## src/rtl/pc_fetch_gen_pkg.sv

```systemverilog
// pc_fetch_gen_pkg -- shared definitions for the instruction fetch PC generator.
//   DEFAULT_RESET_VECTOR : default first fetch address
//   EXC_BIT_*            : bit positions inside excepttype_o
//   ST_*                 : fetch FSM state encoding
//   inst_addr_increment  : bytes covered by one fetch block (InstAddrIncrement)
package pc_fetch_gen_pkg;

   localparam logic [31:0] DEFAULT_RESET_VECTOR = 32'hbfc00000;

   localparam int EXC_BIT_REFILL  = 16;
   localparam int EXC_BIT_ADEL    = 17;
   localparam int EXC_BIT_INVALID = 19;

   localparam logic [1:0] ST_BOOT      = 2'd0;
   localparam logic [1:0] ST_FETCH     = 2'd1;
   localparam logic [1:0] ST_EXC_DRAIN = 2'd2;
   localparam logic [1:0] ST_EXC_HOLD  = 2'd3;

   // Bytes spanned by one fetch block of fetch_w 32-bit instructions.
   function automatic int unsigned inst_addr_increment(input int unsigned fetch_w);
      return fetch_w * 32'd4;
   endfunction

endpackage

```

## src/rtl/pc_fetch_gen_if.sv

```systemverilog
// pc_fetch_gen_if -- fetch request/response bus between the PC generator
// (master) and the instruction memory side (slave).
//   req_o / inst_vaddr_o / lane_mask_o : request from the PC generator
//   addr_ok                            : request accepted this cycle
//   data_ok                            : oldest outstanding request answered
//   inst_paddr_refill_i/invalid_i      : translation fault of the current request
interface pc_fetch_gen_if #(
   parameter int ADDR_W  = 32,
   parameter int FETCH_W = 2
);
   logic               req_o;
   logic [ADDR_W-1:0]  inst_vaddr_o;
   logic [FETCH_W-1:0] lane_mask_o;
   logic               addr_ok;
   logic               data_ok;
   logic               inst_paddr_refill_i;
   logic               inst_paddr_invalid_i;

   modport master (
      output req_o, inst_vaddr_o, lane_mask_o,
      input  addr_ok, data_ok, inst_paddr_refill_i, inst_paddr_invalid_i
   );

   modport slave (
      input  req_o, inst_vaddr_o, lane_mask_o,
      output addr_ok, data_ok, inst_paddr_refill_i, inst_paddr_invalid_i
   );
endinterface

```

## src/rtl/pc_fetch_gen_pc_fifo.sv

```systemverilog
// pc_fifo -- synchronous FIFO holding the attributes of accepted fetch
// requests until their data returns.
//   clk, rst : clock, asynchronous active-high reset (empties the FIFO)
//   push     : write wdata at the tail
//   pop      : drop the head entry
//   wdata    : entry to write
//   rdata    : current head entry
// The owner never pushes beyond DEPTH outstanding entries nor pops when empty,
// so no full/empty flags are kept.
module pc_fifo #(
   parameter int DEPTH = 2,
   parameter int WIDTH = 36
)(
   input  logic             clk,
   input  logic             rst,
   input  logic             push,
   input  logic             pop,
   input  logic [WIDTH-1:0] wdata,
   output logic [WIDTH-1:0] rdata
);
   localparam int PTR_W = (DEPTH > 1) ? $clog2(DEPTH) : 1;

   logic [WIDTH-1:0] mem_r [DEPTH];
   logic [PTR_W-1:0] wr_ptr_r;
   logic [PTR_W-1:0] rd_ptr_r;

   // Pointer advance with wrap for depths that are not a power of two.
   function automatic logic [PTR_W-1:0] ptr_inc(input logic [PTR_W-1:0] p);
      if (p == PTR_W'(DEPTH - 1)) begin
         return {PTR_W{1'b0}};
      end else begin
         return p + PTR_W'(1);
      end
   endfunction

   // Storage and pointer update.
   always_ff @(posedge clk or posedge rst) begin
      if (rst) begin
         wr_ptr_r <= {PTR_W{1'b0}};
         rd_ptr_r <= {PTR_W{1'b0}};
         for (int i = 0; i < DEPTH; i++) begin
            mem_r[i] <= {WIDTH{1'b0}};
         end
      end else begin
         if (push) begin
            mem_r[wr_ptr_r] <= wdata;
            wr_ptr_r        <= ptr_inc(wr_ptr_r);
         end
         if (pop) begin
            rd_ptr_r <= ptr_inc(rd_ptr_r);
         end
      end
   end

   assign rdata = mem_r[rd_ptr_r];

endmodule

```

## src/rtl/pc_fetch_gen.sv

```systemverilog
// pc_fetch_gen -- instruction fetch PC generator with outstanding-request
// tracking, redirect (branch / flush) handling and response tagging.
//   clk, rst                 : clock, asynchronous active-high reset
//   stall                    : blocks issue of a new request
//   flush, new_pc            : redirect to new_pc and discard outstanding responses
//   branch_flag_i, branch_target_address_i : taken branch from decode
//   bus (master)             : request / accept / data handshake, translation faults
//   resp_valid_o, resp_pc_o, resp_lane_mask_o, excepttype_o : tagged response
// Optional feature macro PC_ADEL_CHECK_EN: a misaligned PC raises an AdEL
// pseudo-response after outstanding requests drain, then waits for a flush.
// Without it the low two PC bits are forced to zero on the request address.
module pc_fetch_gen
   import pc_fetch_gen_pkg::*;
#(
   parameter int                 ADDR_W       = 32,
   parameter int                 FETCH_W      = 2,
   parameter int                 MAX_OUT      = 2,
   parameter logic [ADDR_W-1:0]  RESET_VECTOR = ADDR_W'(DEFAULT_RESET_VECTOR)
)(
   input  logic               clk,
   input  logic               rst,
   input  logic               stall,
   input  logic               flush,
   input  logic [ADDR_W-1:0]  new_pc,
   input  logic               branch_flag_i,
   input  logic [ADDR_W-1:0]  branch_target_address_i,
   pc_fetch_gen_if.master     bus,
   output logic               resp_valid_o,
   output logic [ADDR_W-1:0]  resp_pc_o,
   output logic [FETCH_W-1:0] resp_lane_mask_o,
   output logic [31:0]        excepttype_o
);
   localparam int                CNT_W    = 3;
   localparam int                FIFO_W   = ADDR_W + FETCH_W + 2;
   localparam logic [ADDR_W-1:0] BLK      = ADDR_W'(inst_addr_increment(FETCH_W));
   localparam logic [ADDR_W-1:0] BLK_MASK = ~(BLK - ADDR_W'(1));
   localparam logic [CNT_W-1:0]  MAX_CNT  = CNT_W'(MAX_OUT);

   logic [1:0]         state_r, state_next_s;
   logic [ADDR_W-1:0]  pc_r, pc_next_s;
   logic               hold_r;
   logic               pend_valid_r, pend_flush_r;
   logic [ADDR_W-1:0]  pend_pc_r;
   logic [CNT_W-1:0]   cnt_r, cnt_next_s;
   logic [CNT_W-1:0]   disc_r, disc_next_s;
   logic               req_s, accept_s, pop_s;
   logic               misaligned_s, adel_emit_s, resp_valid_s;
   logic [ADDR_W-1:0]  vaddr_s;
   logic [1:0]         lane_idx_s;
   logic [FETCH_W-1:0] mask_s;
   logic [FIFO_W-1:0]  push_data_s, head_s;

`ifdef PC_ADEL_CHECK_EN
   assign misaligned_s = (pc_r[1:0] != 2'b00);
   assign vaddr_s      = pc_r;
`else
   assign misaligned_s = 1'b0;
   assign vaddr_s      = {pc_r[ADDR_W-1:2], 2'b00};
`endif

   // A held request stays up regardless of stall until it is accepted.
   assign req_s    = (state_r == ST_FETCH) &&
                     (hold_r || (!stall && (cnt_r < MAX_CNT) && !pend_valid_r && !misaligned_s));
   assign accept_s = req_s && bus.addr_ok;
   assign pop_s    = bus.data_ok && (cnt_r != {CNT_W{1'b0}});

   // AdEL pseudo-response fires once the pipe is empty, unless a flush redirects first.
   assign adel_emit_s  = (state_r == ST_EXC_DRAIN) && (cnt_r == {CNT_W{1'b0}}) && !flush;
   assign resp_valid_s = (pop_s && (disc_r == {CNT_W{1'b0}})) || adel_emit_s;

   // Lane mask: lanes before the PC's slot inside the block are invalid.
   always_comb begin
      lane_idx_s = pc_r[3:2] & 2'(FETCH_W - 1);
      mask_s     = {FETCH_W{1'b0}};
      for (int i = 0; i < FETCH_W; i++) begin
         mask_s[i] = (2'(i) >= lane_idx_s);
      end
   end

   // Next-state and next-PC selection.
   always_comb begin
      state_next_s = state_r;
      pc_next_s    = pc_r;
      case (state_r)
         ST_BOOT: begin
            state_next_s = ST_FETCH;
         end
         ST_FETCH: begin
            if (accept_s) begin
               if (pend_valid_r)       pc_next_s = pend_pc_r;
               else if (flush)         pc_next_s = new_pc;
               else if (branch_flag_i) pc_next_s = branch_target_address_i;
               else                    pc_next_s = (pc_r & BLK_MASK) + BLK;
            end else if (!req_s) begin
               if (flush)              pc_next_s = new_pc;
               else if (misaligned_s)  state_next_s = ST_EXC_DRAIN;
               else if (branch_flag_i) pc_next_s = branch_target_address_i;
               else                    pc_next_s = pc_r;
            end else begin
               // Request waiting for addr_ok: redirects go to the pending register.
               pc_next_s = pc_r;
            end
         end
         ST_EXC_DRAIN: begin
            if (flush) begin
               pc_next_s    = new_pc;
               state_next_s = ST_FETCH;
            end else if (cnt_r == {CNT_W{1'b0}}) begin
               state_next_s = ST_EXC_HOLD;
            end else begin
               state_next_s = ST_EXC_DRAIN;
            end
         end
         ST_EXC_HOLD: begin
            if (flush) begin
               pc_next_s    = new_pc;
               state_next_s = ST_FETCH;
            end else begin
               state_next_s = ST_EXC_HOLD;
            end
         end
         default: begin
            state_next_s = ST_BOOT;
         end
      endcase
   end

   // Outstanding and discard counters; flush discards everything in flight after this cycle.
   always_comb begin
      case ({accept_s, pop_s})
         2'b10:   cnt_next_s = cnt_r + 3'd1;
         2'b01:   cnt_next_s = cnt_r - 3'd1;
         default: cnt_next_s = cnt_r;
      endcase
      if (flush)                                   disc_next_s = cnt_next_s;
      else if (pop_s && (disc_r != {CNT_W{1'b0}})) disc_next_s = disc_r - 3'd1;
      else                                         disc_next_s = disc_r;
   end

   // FSM state, PC, request hold flag and counters.
   always_ff @(posedge clk or posedge rst) begin
      if (rst) begin
         state_r <= ST_BOOT;
         pc_r    <= RESET_VECTOR;
         hold_r  <= 1'b0;
         cnt_r   <= {CNT_W{1'b0}};
         disc_r  <= {CNT_W{1'b0}};
      end else begin
         state_r <= state_next_s;
         pc_r    <= pc_next_s;
         hold_r  <= req_s && !accept_s;
         cnt_r   <= cnt_next_s;
         disc_r  <= disc_next_s;
      end
   end

   // Redirect arriving while a request waits for addr_ok; a flush is never overwritten by a branch.
   always_ff @(posedge clk or posedge rst) begin
      if (rst) begin
         pend_valid_r <= 1'b0;
         pend_flush_r <= 1'b0;
         pend_pc_r    <= {ADDR_W{1'b0}};
      end else if (accept_s) begin
         pend_valid_r <= 1'b0;
         pend_flush_r <= 1'b0;
      end else if (req_s && flush) begin
         pend_valid_r <= 1'b1;
         pend_flush_r <= 1'b1;
         pend_pc_r    <= new_pc;
      end else if (req_s && branch_flag_i && !pend_flush_r) begin
         pend_valid_r <= 1'b1;
         pend_pc_r    <= branch_target_address_i;
      end
   end

   assign push_data_s = {vaddr_s, mask_s, bus.inst_paddr_refill_i, bus.inst_paddr_invalid_i};

   pc_fifo #(
      .DEPTH (MAX_OUT),
      .WIDTH (FIFO_W)
   ) u_pc_fifo (
      .clk   (clk),
      .rst   (rst),
      .push  (accept_s),
      .pop   (pop_s),
      .wdata (push_data_s),
      .rdata (head_s)
   );

   assign bus.req_o        = req_s;
   assign bus.inst_vaddr_o = req_s ? vaddr_s : {ADDR_W{1'b0}};
   assign bus.lane_mask_o  = req_s ? mask_s : {FETCH_W{1'b0}};

   // Response fields, zero whenever no response is presented.
   always_comb begin
      resp_pc_o        = {ADDR_W{1'b0}};
      resp_lane_mask_o = {FETCH_W{1'b0}};
      excepttype_o     = 32'h0000_0000;
      if (adel_emit_s) begin
         resp_pc_o                  = pc_r;
         resp_lane_mask_o           = mask_s;
         excepttype_o[EXC_BIT_ADEL] = 1'b1;
      end else if (resp_valid_s) begin
         resp_pc_o                     = head_s[FIFO_W-1 -: ADDR_W];
         resp_lane_mask_o              = head_s[2 +: FETCH_W];
         excepttype_o[EXC_BIT_REFILL]  = head_s[1];
         excepttype_o[EXC_BIT_INVALID] = head_s[0];
      end else begin
         resp_pc_o = {ADDR_W{1'b0}};
      end
   end

   assign resp_valid_o = resp_valid_s;

endmodule
```

## src/flat_wrapper.sv

```systemverilog
// flat-port wrapper written by rule: the top's interface ports become plain ports
module pc_fetch_gen_flat import pc_fetch_gen_pkg::*;
#(
   parameter int                 ADDR_W       = 32,
   parameter int                 FETCH_W      = 2,
   parameter int                 MAX_OUT      = 2,
   parameter logic [ADDR_W-1:0]  RESET_VECTOR = ADDR_W'(DEFAULT_RESET_VECTOR)
)
  (clk, rst, stall, flush, new_pc, branch_flag_i, branch_target_address_i, resp_valid_o, resp_pc_o, resp_lane_mask_o, excepttype_o, bus_req_o, bus_inst_vaddr_o, bus_lane_mask_o, bus_addr_ok, bus_data_ok, bus_inst_paddr_refill_i, bus_inst_paddr_invalid_i);
  pc_fetch_gen_if #(.ADDR_W(ADDR_W), .FETCH_W(FETCH_W)) bus_i ();
  input  logic clk;
  input  logic rst;
  input  logic stall;
  input  logic flush;
  input  logic [ADDR_W-1:0] new_pc;
  input  logic branch_flag_i;
  input  logic [ADDR_W-1:0] branch_target_address_i;
  output logic resp_valid_o;
  output logic [ADDR_W-1:0] resp_pc_o;
  output logic [FETCH_W-1:0] resp_lane_mask_o;
  output logic [31:0] excepttype_o;
  output wire logic [$bits(bus_i.req_o)-1:0] bus_req_o;
  output wire logic [$bits(bus_i.inst_vaddr_o)-1:0] bus_inst_vaddr_o;
  output wire logic [$bits(bus_i.lane_mask_o)-1:0] bus_lane_mask_o;
  input wire logic [$bits(bus_i.addr_ok)-1:0] bus_addr_ok;
  input wire logic [$bits(bus_i.data_ok)-1:0] bus_data_ok;
  input wire logic [$bits(bus_i.inst_paddr_refill_i)-1:0] bus_inst_paddr_refill_i;
  input wire logic [$bits(bus_i.inst_paddr_invalid_i)-1:0] bus_inst_paddr_invalid_i;
  assign bus_req_o = bus_i.req_o;
  assign bus_inst_vaddr_o = bus_i.inst_vaddr_o;
  assign bus_lane_mask_o = bus_i.lane_mask_o;
  assign bus_i.addr_ok = bus_addr_ok;
  assign bus_i.data_ok = bus_data_ok;
  assign bus_i.inst_paddr_refill_i = bus_inst_paddr_refill_i;
  assign bus_i.inst_paddr_invalid_i = bus_inst_paddr_invalid_i;
  pc_fetch_gen #(.ADDR_W(ADDR_W), .FETCH_W(FETCH_W), .MAX_OUT(MAX_OUT), .RESET_VECTOR(RESET_VECTOR)) u_core (.clk(clk), .rst(rst), .stall(stall), .flush(flush), .new_pc(new_pc), .branch_flag_i(branch_flag_i), .branch_target_address_i(branch_target_address_i), .bus(bus_i), .resp_valid_o(resp_valid_o), .resp_pc_o(resp_pc_o), .resp_lane_mask_o(resp_lane_mask_o), .excepttype_o(excepttype_o));
endmodule
```

## config.mk

```make
export PLATFORM = sky130hd
export DESIGN_NAME = pc_fetch_gen_flat
export DESIGN_NICKNAME = d
export VERILOG_FILES = /design/src/rtl/pc_fetch_gen_pkg.sv /design/src/rtl/pc_fetch_gen_if.sv /design/src/rtl/pc_fetch_gen_pc_fifo.sv /design/src/rtl/pc_fetch_gen.sv /design/src/flat_wrapper.sv
export SDC_FILE = /design/constraint.sdc
export NUM_CORES = 1
export LEC_CHECK = 0
export ABC_CLOCK_PERIOD_IN_PS = 14190
export CAP_MARGIN = 20
export CELL_PAD_IN_SITES_DETAIL_PLACEMENT = 0
export CELL_PAD_IN_SITES_GLOBAL_PLACEMENT = 1
export CORE_MARGIN = 3
export CORE_UTILIZATION = 46
export CTS_CLUSTER_DIAMETER = 80
export CTS_CLUSTER_SIZE = 30
export DETAILED_ROUTE_END_ITERATION = 16
export DONT_BUFFER_PORTS = 1
export GPL_TIMING_DRIVEN = 0
export PLACE_DENSITY_LB_ADDON = 0.1
export SLEW_MARGIN = 20
export SYNTH_ARGS = -nofsm -noshare
export SYNTH_HDL_FRONTEND = slang
export SYNTH_SLANG_ARGS = --single-unit
```

## constraint.sdc

```tcl
create_clock -name clk -period 14.19 [get_ports clk]
set_input_delay 2.838 -clock clk [delete_from_list [all_inputs] [get_ports clk]]
set_output_delay 2.838 -clock clk [all_outputs]
set_load 0.05 [all_outputs]
```

# --- After elaboration in Yosys (flattened, before gate mapping) ---
# Index checks and enable logic that the tools add are counted.
word_totals:
  ff_bits: 149
  input_bits: 73
  output_inout_bits: 102
classes:
  n_addsub: 6
  magnitude_cmp: 6
  eq_ne: 8
  mux: 42
  bitwise_logic: 3
  n_reduce_logical: 34
op_table:
  columns: ["op", "count"]
  rows:
  - ["32-bit two-way mux", 13]
  - ["36-bit two-way mux", 4]
  - ["72-bit bitwise mux", 1]
  - ["32-bit one-hot mux with 2 select lines", 1]
  - ["36-bit demux with 1-bit select", 1]
  - ["32-bit by 4-bit adder with 32-bit output (second input constant)", 1]
  - ["1-bit logical AND", 14]
  - ["1-bit two-way mux", 13]
  - ["2-bit two-way mux", 5]
  - ["3-bit nonzero test", 3]
  - ["2-bit nonzero test", 4]
  - ["2-bit equality test (second input constant)", 3]
  - ["3-bit logical NOT", 2]
  - ["3-bit two-way mux", 2]
  - ["2-bit one-hot mux with 3 select lines", 1]
  - ["3-bit one-hot mux with 2 select lines", 1]
  - ["3-bit by 1-bit subtractor with 3-bit output (second input constant)", 2]
  - ["1-bit logical NOT", 5]
  - ["2-bit by 1-bit equality test with 1-bit output (second input constant)", 2]
  - ["2-bit greater-or-equal comparator (second input constant)", 2]
  - ["4-bit by 3-bit != test with 1-bit output (second input constant)", 1]
  - ["1-bit NOT with 2-bit output", 2]
  - ["4-bit AND reduction", 1]
  - ["3-bit by 1-bit adder with 3-bit output (second input constant)", 1]
  - ["other kinds (11)", 14]

# --- Logic depth before layout (Yosys ltp) ---
depth:
  word_depth: 10
  ltp_mapped: 15

# --- Hierarchy ---
# From an unflattened synthesis, not the netlist that was laid out.
unflattened:
  cells_unflattened: 994
  hier_area_um2: 9629.2
by_module_without_submodules:
  columns: ["module", "instances", "cells_each", "area_each_um2"]
  rows:
  - ["pc_fetch_gen", 1, 796, 6289.8]
  - ["pc_fifo", 1, 198, 3339.5]

# --- Worst setup path before layout ---
# No wires, ideal clock.
synth_path:
  kind: "input -> output"
  startpoint: "input port stall"
  endpoint: "output port bus_inst_vaddr_o[19]"
  t_arrival_ns: 4.724
  slack_ns: 6.628
  stages: 5
  path_buffers: 1
  cell_sequence: "nor4_2 o21ai_1 inv_1 clkbuf_1 and2_1"
synth_via:
  elab_chain_len: 6
synth_lines:
  columns: ["element", "line", "source"]
  rows:
  - ["start, declared", "flat_wrapper.sv:13", "input logic stall;"]
  - ["1-bit logical NOT", "pc_fetch_gen.sv:63", "(hold_r || (!stall && (cnt_r < MAX_CNT) && !pend_valid_r && !misaligned_s));"]
  - ["1-bit logical AND (2 in a row)", "pc_fetch_gen.sv:63", null]
  - ["1-bit logical OR", "pc_fetch_gen.sv:63", null]
  - ["1-bit logical AND", "pc_fetch_gen.sv:62", "assign req_s = (state_r == ST_FETCH) &&"]
  - ["via bus_req_o", "flat_wrapper.sv:22", "output wire logic [$bits(bus_i.req_o)-1:0] bus_req_o;"]
  - ["32-bit two-way mux", "pc_fetch_gen.sv:191", "assign bus.inst_vaddr_o = req_s ? vaddr_s : {ADDR_W{1'b0}};"]
  - ["end, declared", "flat_wrapper.sv:23", "output wire logic [$bits(bus_i.inst_vaddr_o)-1:0] bus_inst_vaddr_o;"]
# The timed path passes the listed nets, and every way through them passes these cells.

# --- Worst setup path after layout ---
layout_path:
  startpoint: "input port stall"
  endpoint: "output port bus_inst_vaddr_o[26]"
# Same word-level chain as after synthesis.

==> results.md <==
Status:
- The run finished with clean final reports.

Floorplan:
- In this run the core area contains 51 standard-cell rows.
- The x dimension of the die is roughly 150 microns.
- The die covers between 20000 and 25000 sq um.
- The core area is around 20000 sq um.
- The boundary pin count is 175.
- The die height is ~150 microns.
- The starting utilization of the core area is between 40% and 50%.

Final layout:
- At the end of the flow, the number of nets in the layout was ~1200.
- The number of inserted diodes is 0.
- The post-route non-filler standard cell count is 1371.
- Relative to the synthesized area, the layout overhead comes to 11.45%.
- The utilization after layout is 52.60%.
- The share of final-layout standard cells stronger than drive strength 1 is approximately 14%.

Global routing:
- The number of antenna violations at the first check in global routing came to 1.
- After global routing the overflow that remains totals 0.
- The pin count of the biggest net entering global routing is 91.
- Across every metal layer, demand over resource in global routing totals ~28%.
- The first-pass GRT wire length is 47.56 mm.
- The number of global-route vias before repair is 7854.

Drt:
- For this block, the initial DRC count from the detailed router was 759.
- After detailed routing, the average wire length per cell comes to between 20 and 25 microns.
- The number of detailed-route iterations in the first pass is 6.
- Summed over all layers, the routed wires come to between 30 and 40 mm.
- The via count normalized by instance count is slightly below 6.
- The post-detailed-route DRC marker count is 0.
- The antenna violation net count after detailed routing is 0.
- Detailed routing inserted a total of around 8100 vias.

Timing:
- Dividing the final minimum period by the clock period gives between 50% and 60%.
- The final-report hold violation count is 0.
- Timing would allow up to around 120 MHz.
- The post-route setup TNS is 0 ps.
- The transition time of the tightest slew-check pin is 1160 ps.
- Setup repair after global routing left no endpoint under its margin.
- The worst pin sits at a relative slew slack of roughly a quarter.
- Setup violations remaining at the end of the flow were counted as 0.
- The maximum clock skew at final layout is approximately 14 ps.
- The routed design could run at a clock period as short as 8319 ps.
- The final number of max-transition violations is 0.

Power:
- The analysis attributes to net switching a power of 0.3639 mW.
- Internal power comes to about 0.76 mW.
- The proportion of power drawn by the clock network is 39.8%.
- For this design the static power due to leakage is 4.652 nW.
- The switching share of power is roughly 32%.
- IR analysis of the VDD net gives a maximum drop of about 0.084 mV.
- The total power per unit cell area is about 110 nW/um^2.
- Per report_power, the combinational group accounts for between 10% and 20% of the total.
- The sequential fraction of design power is between 40% and 50%.

Synthesis:
- Counting flops with a built-in enable in the synthesized netlist gives 0.
- Counting every instance in the synthesized netlist gives 1043.
- By area the synthesized netlist is led by dfrtp_1, mux2i_1, mux2_2, o21ai_0, nand2_1.
- The biggest area consumer among synthesized cells is dfrtp_1.
- The number of synthesized register bits is between 100 and 150.
- After synthesis, the largest area contributor takes up 36.69% of total cell area.
- The most used flip-flop cell after synthesis is dfrtp_1.
- Yosys mapped the design onto between 60 and 70 distinct sky130hd cell types.
- The average footprint of a synthesized cell is roughly 9 sq um.
- Sequential elements use 39.24% of the synthesized area.
- The total standard cell area after synthesis is just over 9000 sq um.
- During synthesis, Yosys emitted a total of 0 warnings.
- The share of synthesized flip-flops with an asynchronous set or reset is 100.0%.

Setup path:
- The path depth of the worst reg2reg path is 14.
- The data arrival at the endpoint of the critical path is around 5500 ps.
- The setup check on the worst reg-to-reg path leaves a slack of 10430 ps.
- STA puts the critical path data required time at approximately 11000 ps.
- The classification of the worst setup path is in2out.
- The worst setup path is captured at an output port.
- In this run the critical register-to-register path is captured at u_core.disc_r[2].
- The worst setup path is launched from an input port.
- The highest net fanout along the worst path is 11.
- The startpoint of the most critical register-to-register path is u_core.state_r[1].

Hold path:
- The startpoint of the lowest-slack hold path is u_core.pend_pc_r[13].
- The worst min-delay path endpoint is u_core.pend_pc_r[13].
- The worst hold path was traced through 2 stages.
- The min-delay analysis places its worst path in the category reg2reg.

Placement:
- The count of input and output buffers is 0.
- The final weighted congestion in routability-driven placement is approximately 0.94.
- The number of instances in the placed design is around 1300.
- The half-perimeter wire length after detailed placement is between 20 and 25 mm.

Clock network:
- Clock-pin slew was measured on the worst setup and hold paths at about 60 ps.
- The clock sink total is 145.
- The TritonCTS buffer count is 17.
- The post-cts sizing count is 0.
- The H-tree level count is 4.
- No sink is reached through more buffers than the 2 on the longest clock path.
- The number of setup buffers added after CTS is 0.
- The clock tree from TritonCTS is built.
- The CTS root buffer is clkbuf_16.
- Clock latency on the worst-skew pair, taken at its later pin, is 430 ps.
- The number of hold buffers added after CTS was 0.

Flow run:
- The tool flagged a number of max-cap violations equal to 0.
## cell usage after synthesis, drive strengths merged (19+ instances only)
| library cell | count |
|---|---|
| mux2i | 72 |
| o21ai | 121 |
| dfrtp | 136 |
| nor2 | 42 |
| buf | 46 |
| nand3 | 20 |
| nand2 | 128 |
| clkbuf | 76 |
| inv | 25 |
| and2 | 30 |
| mux2 | 62 |
| a21oi | 32 |
| nor2b | 20 |
| o22ai | 19 |
## sequential cells by signal (all words and copies together) (netlist names), 2 cells and up
name,cells
u_core.state_r,2
u_core.u_pc_fifo.mem_r,68
u_core.disc_r,3
u_core.cnt_r,3
u_core.pc_r,32
u_core.pend_pc_r,32
## through the flow
| step | cell area [sq um] | setup slack (ps) | power (mW) | hold slack (ps) |
|---|---|---|---|---|
| after global placement | 9719 | 5678 | 0.6792 | 447.6 |
| final | 10340 | 5871 | 1.123 | 474.0 |
| after floorplan | 9388 | 6628 | 0.6274 | 434.0 |
| after CTS | 10340 | 5862 | 1.125 | 479.2 |
| after detailed placement | 9764 | 5858 | 0.6822 | 458.6 |
| after global routing | 10340 | 5694 | 1.171 | 503.4 |
## power groups by stage
stage | combinational (mW) | clock (mW) | sequential, mW
6_report | 0.223 | 0.447 | 0.453
5_1_grt | 0.245 | 0.471 | 0.456
4_1_cts | 0.222 | 0.449 | 0.453
3_5_place_dp | 0.222 | 0 | 0.461
3_3_place_gp | 0.219 | 0 | 0.460
2_1_floorplan | 0.172 | 0 | 0.455
## routing by layer
layer / part of all wire, % / wire (microns) / GRT usage [%] / up-vias
met2: 44 / 13680 / 42.80 / 448
met1: 44 / 13490 / 40.95 / 3870
li1: - / - / - / 3767
met3: 11 / 3296 / 7.051 / 37
met4: 1.2 / 374 / 6.605 / 0
met5: 0 / 0 / 0 / -
## kinds of logic (layout without fill, tap and decap cells)
kind of cell / after synthesis / after routing / share of synthesized area [%]
adders and majority gates: 5 / 5 / 0.7555
other: 1 / 31 / 0.04043
and+or+nand+nor: 330 / 330 / 17.64
buffers and inverters: 148 / 181 / 7.595
xor gates and xnor gates: 20 / 20 / 1.889
muxes: 134 / 134 / 15.30
AOI/OAI and AO/OA: 260 / 260 / 17.54
DFF: 145 / 145 / 39.24
## worst max-delay path by stage
stage | startpoint | to | cells after the start
global route | stall | bus_inst_vaddr_o[28] | 5
detailed placement | stall | bus_inst_vaddr_o[28] | 5
finish | stall | bus_inst_vaddr_o[26] | 5
floorplan | stall | bus_inst_vaddr_o[19] | 5
CTS | stall | bus_inst_vaddr_o[28] | 5
global placement | rst | u_core.pend_pc_r[18] | 1
## final cells by class
cell class / instances / area, sq um
inverters: 26 / 105.1
clock buffers: 17 / 425.4
multi-input cells: 780 / 5054
fillers: 1886 / 9316
plain buffers: 122 / 606.8
well taps: 265 / 331.6
clock inverters: 15 / 147.6
repair buffers: 1 / 27.53
flip-flops and latches: 145 / 3640
## cells in the final DEF (no fill, tap or decap), types with 9 or more instances in the layout
cell type / count
a31oi_1: 9
dfstp_2: 9
conb_1: 31
or3_1: 13
inv_1: 23
nand2_1: 128
mux2i_1: 72
buf_4: 34
xnor2_1: 13
nand4_1: 14
nor2_1: 42
nor2b_1: 20
nand3_1: 20
clkbuf_16: 17
mux2_2: 62
dfrtp_1: 136
nand2b_1: 9
nor4_1: 9
clkbuf_1: 76
and2_1: 30
a21oi_1: 31
o21ai_0: 94
o21ai_1: 27
o22ai_1: 19
nor3_1: 16
## worst max-delay path: stages
cell and delay (ps):
nor4_2 520, o21ai_1 390, inv_1 390, clkbuf_1 740, and2_1 590
Power figures use the tool's default switching activity.
